## src/rtl/pads_in_cond_pkg.sv

```systemverilog
// Shared defaults and helpers for the input pad conditioner.
// Imported by the per-channel slice and the multi-channel top.
package pads_in_pkg;

    localparam int NUM_CH_DEF      = 4;
    localparam int SYNC_STAGES_DEF = 2;
    localparam int DB_CYCLES_DEF   = 16;

    // Counter wide enough to hold 0..n without wrapping.
    function automatic int cnt_w(input int n);
        return $clog2(n + 1);
    endfunction

endpackage

```

## src/rtl/pads_in_cond_ch.sv

```systemverilog
// One conditioned input channel: synchroniser, optional debouncer
// and registered rise/fall edge pulses.
module pads_in_cond_ch
    import pads_in_pkg::*;
#(
    parameter int SYNC_STAGES = SYNC_STAGES_DEF,
    parameter int DB_CYCLES   = DB_CYCLES_DEF,
    parameter bit DB_EN       = 1'b1
) (
    input  logic clk,
    input  logic rst,
    input  logic din_i,
    output logic dout_o,
    output logic rise_o,
    output logic fall_o
);

    localparam int CW = cnt_w(DB_CYCLES);

    logic [SYNC_STAGES-1:0] sync_q;
    logic [CW-1:0]          cnt_q, cnt_d;
    logic                   dout_q, dout_d;
    logic                   rise_q, fall_q;
    logic                   s;

    assign s = sync_q[SYNC_STAGES-1];

    // Counter only advances while the synchronised level disagrees.
    always_comb begin
        cnt_d  = '0;
        dout_d = dout_q;
        if (!DB_EN) begin
            dout_d = s;
        end else if (s != dout_q) begin
            if (cnt_q == CW'(DB_CYCLES - 1)) begin
                dout_d = s;
            end else begin
                cnt_d = cnt_q + 1'b1;
            end
        end
    end

    always_ff @(posedge clk) begin
        if (rst) begin
            sync_q <= '0;
            cnt_q  <= '0;
            dout_q <= 1'b0;
            rise_q <= 1'b0;
            fall_q <= 1'b0;
        end else begin
            sync_q <= {sync_q[SYNC_STAGES-2:0], din_i};
            cnt_q  <= cnt_d;
            dout_q <= dout_d;
            rise_q <= dout_d & ~dout_q;
            fall_q <= ~dout_d & dout_q;
        end
    end

    assign dout_o = dout_q;
    assign rise_o = rise_q;
    assign fall_o = fall_q;

endmodule

```

## src/rtl/pads_in_cond.sv

```systemverilog
// Multi-channel input pad conditioner; one independent slice per
// channel, debounce selectable per bit of DB_EN.
module pads_in_cond
    import pads_in_pkg::*;
#(
    parameter int                NUM_CH      = NUM_CH_DEF,
    parameter int                SYNC_STAGES = SYNC_STAGES_DEF,
    parameter int                DB_CYCLES   = DB_CYCLES_DEF,
    parameter logic [NUM_CH-1:0] DB_EN       = '1
) (
    input  logic              clk,
    input  logic              rst,
    input  logic [NUM_CH-1:0] din,
    output logic [NUM_CH-1:0] dout,
    output logic [NUM_CH-1:0] rise,
    output logic [NUM_CH-1:0] fall
);

    for (genvar i = 0; i < NUM_CH; i++) begin : g_ch
        pads_in_cond_ch #(
            .SYNC_STAGES (SYNC_STAGES),
            .DB_CYCLES   (DB_CYCLES),
            .DB_EN       (DB_EN[i])
        ) u_ch (
            .clk    (clk),
            .rst    (rst),
            .din_i  (din[i]),
            .dout_o (dout[i]),
            .rise_o (rise[i]),
            .fall_o (fall[i])
        );
    end

endmodule
```

## config.mk

```make
export PLATFORM = sky130hd
export DESIGN_NAME = pads_in_cond
export DESIGN_NICKNAME = d
export VERILOG_FILES = /design/src/rtl/pads_in_cond_pkg.sv /design/src/rtl/pads_in_cond_ch.sv /design/src/rtl/pads_in_cond.sv
export SDC_FILE = /design/constraint.sdc
export NUM_CORES = 1
export LEC_CHECK = 0
export CORE_ASPECT_RATIO = 0.8
export CORE_MARGIN = 1
export CORE_UTILIZATION = 51
export CTS_BUF_LIST = sky130_fd_sc_hd__clkbuf_8
export CTS_CLUSTER_SIZE = 28
export DETAILED_ROUTE_END_ITERATION = 7
export PLACE_DENSITY = 0.77
export SLEW_MARGIN = 10
export SYNTH_ARGS = -nofsm -noshare
export SYNTH_HDL_FRONTEND = slang
export SYNTH_SLANG_ARGS = --single-unit
```

## constraint.sdc

```tcl
create_clock -name clk -period 1.5 [get_ports clk]
set_clock_uncertainty 0.1 [all_clocks]
set_input_delay 0.45 -clock clk [delete_from_list [all_inputs] [get_ports clk]]
set_output_delay 0.45 -clock clk [all_outputs]
set_load 0.01 [all_outputs]
```

==> metrics.cfg <==
[global_routing]
grt_max_degree=12
first_global_vias=970
antenna_found_initial=0
grt_usage_pct=20.8
grt-ovfl-total=0
grt_first_pass_wirelength_um=4400

[route]
drtIter0Drc=32
postRouteAntennaNets=0
remaining_drc_errors=0
via_per_inst=4.75
route.vias.total=984
firstDrtPassIters=5
routedWlPerCell_um=14.9
routed_wl_um=3070

[cells_and_area]
area_growth_pct=39.5
n_fill_cell=154
final_nets=184
stdcell_count=207
antenna_cells=0
drive_gt1_share_pct=43.9

[cts]
cts_buffer_depth=2
ctsHoldBuffers=0
clk_root_buffer_cell=clkbuf_8
cts_tree=yes
clkTransAtPathRegs_ns=0.07
numCtsBuffers=5
h-tree-depth=2
clkLatencyLatePin_ns=0.29
cts_sinks=40

[pwr]
intPower_w=0.00147
comb_power_share_pct=3.5
p_per_area_nw_per_um2=910
seqPwrFrac_pct=58.4
ir_drop_mv=0.709
switchingPower_w=0.000387
swShare_pct=20.8
leakagePower_nw=0.797
clock_power_share_pct=38.1

[status]
status=complete, but fails checks
violations=negative setup slack

[yosys]
yosys.cell_types.count=15
yosys_warnings=0
synthesis.area_um2=1460
syn_inst=138
synthTopCellsByArea=dfxtp_1 55%, ha_1 6.8%, buf_4 6.2%
seq_area_frac_synth_pct=54.7
avgSynthCellArea_um2=10.6
synth.top_cell.area_share_pct=54.7
synth_top_area_cell=dfxtp_1
ys_ff_latch=40
syn-num-nets=152

[timing]
tns_ns=-0.0299
worst_pin_slew_ns=0.317
fin_crit_sh_pct=101
fmax_mhz=658
worst_slack_ns=-0.0194
slew_viol_final=0
hold_viol=0
setup_viol=3
rsz0062_at_grt=yes
slew_headroom_pct=78.9
finalCriticalPeriod_ns=1.52

[floorplanning]
num_rows=16
ios=18
core_um2=2580
die_area_um2=3090
die_h_um=49.9
initial_core_util_pct=56.7
die_w_um=61.9

[critical_path]
r2r-start=g_ch[1].u_ch.cnt_q[0]
start_kind=register
crit_start=g_ch[1].u_ch.cnt_q[0]
critPathMaxFanout=5
end_kind=register
required_ns=1.62
worst-setup-path-type=register to register
crit_arrival_ns=1.64

[job]
cap_violations=0

[min_path]
min-delay-start=g_ch[3].u_ch.sync_q[0]
hp-class=register to register

[placed_design]
placed_cells=196
place_hpwl_um=1760
io_buffer_count=17
place_congestion=0.722

==> cells by family (layout without fill, tap and decap cells) <==
family                   count (synthesis)  after routing  synth area share [%]
XOR/XNOR                                12             12                  7.18
adder cells (fa/ha/maj)                  8              8                  6.84
buffers and inverters                   22             55                  8.72
flip-flops                              40             40                  54.7
multiplexers                             4              4                  2.74
AND/OR/NAND/NOR                         52             52                  19.8
==> cells in the final DEF (no fill, tap or decap), drive strengths merged <==
cell type,Yosys,routed
dfxtp,40,40
nor2,24,24
buf,12,22
dlygate4sd2,0,13
inv,8,10
nor2b,8,8
xnor2,8,8
ha,8,8
clkbuf,2,6
and3,4,4
or3,4,4
nand3,4,4
xor2,4,4
clkdlybuf4s50,0,4
nor4bb,4,4
nor3,4,4
mux2i,4,4
==> cells in the mapped netlist (all sizes together) <==
master and count:
dfxtp 40, nor2 24, buf 12, ha 8, inv 8, nor2b 8
xnor2 8, and3 4, mux2i 4, nand3 4, nor3 4, nor4bb 4
or3 4, xor2 4, clkbuf 2
==> state kept, by name, summed over array words and instances (netlist names) <==
signal and flops:
g_ch.u_ch.cnt_q 20, g_ch.u_ch.sync_q 8, g_ch.u_ch.dout_o 4, g_ch.u_ch.fall_o 4
g_ch.u_ch.rise_o 4
==> power by group through the flow <==
| stage | registers, W | clock network, W | logic, W |
|---|---|---|---|
| 2_1_floorplan | 0.00110 | 0 | 0.0000263 |
| 3_3_place_gp | 0.00111 | 0 | 0.0000551 |
| 3_5_place_dp | 0.00111 | 0 | 0.0000580 |
| 4_1_cts | 0.00108 | 0.000716 | 0.0000590 |
| 5_1_grt | 0.00109 | 0.000765 | 0.0000712 |
| 6_report | 0.00109 | 0.000707 | 0.0000656 |
==> worst max-delay path, stage by stage (launching register included) <==
cell,delay [ns]
dfxtp_2,0.34
ha_4,0.15
and3_4,0.18
ha_4,0.16
or3_4,0.38
nor2_2,0.13
==> repair_timing <==
action,in CTS,in global routing
buffers inserted,1,2
setup endpoints to repair,37,31
resized for setup,25,39
pin swaps,10,15
==> stage by stage <==
stage	hold WS, ns	instance area (µm²)	util [%]	worst slack [ns]	total power (W)
after global placement	0.315	1730	67.1	-0.239	0.00116
after floorplan	0.314	1470	-	0.000441	0.00113
after CTS	0.342	1860	72.0	0.00228	0.00186
final	0.335	2040	79.1	-0.0194	0.00186
after detailed placement	0.324	1730	67.1	-0.324	0.00116
after global routing	0.355	2040	79.1	-0.0573	0.00192
==> area by class of cell <==
cell class                      instances  area (µm²)  share of cell area [%]
Clock buffer                            6        82.6                    4.04
Clock inverter                          2        7.51                   0.368
Inverter                                8        30.0                    1.47
Multi-Input combinational cell         76         743                    36.4
Sequential cell                        40         811                    39.7
Tap cell                               36        45.0                    2.21
Timing Repair Buffer                   39         323                    15.8
==> metal layers <==
layer / wire length, µm / vias to the layer above / track usage, %
met5: 0 / - / 0
met4: 74 / 0 / 12.2
met3: 125 / 9 / 6.56
met2: 1590 / 23 / 34.4
met1: 1280 / 460 / 22.6
li1: - / 492 / -
==> path summary, 6_finish.rpt <==
path | to | slack [ns] | cells past startpoint
setup reg to reg | g_ch[1].u_ch.cnt_q[4] | -0.02 | 5
setup / recovery | g_ch[1].u_ch.cnt_q[4] | -0.02 | 5
hold / removal | g_ch[3].u_ch.sync_q[1] | 0.33 | 1
hold reg to reg | g_ch[3].u_ch.sync_q[1] | 0.33 | 1
No activity file was read; power rests on OpenSTA's default activity.
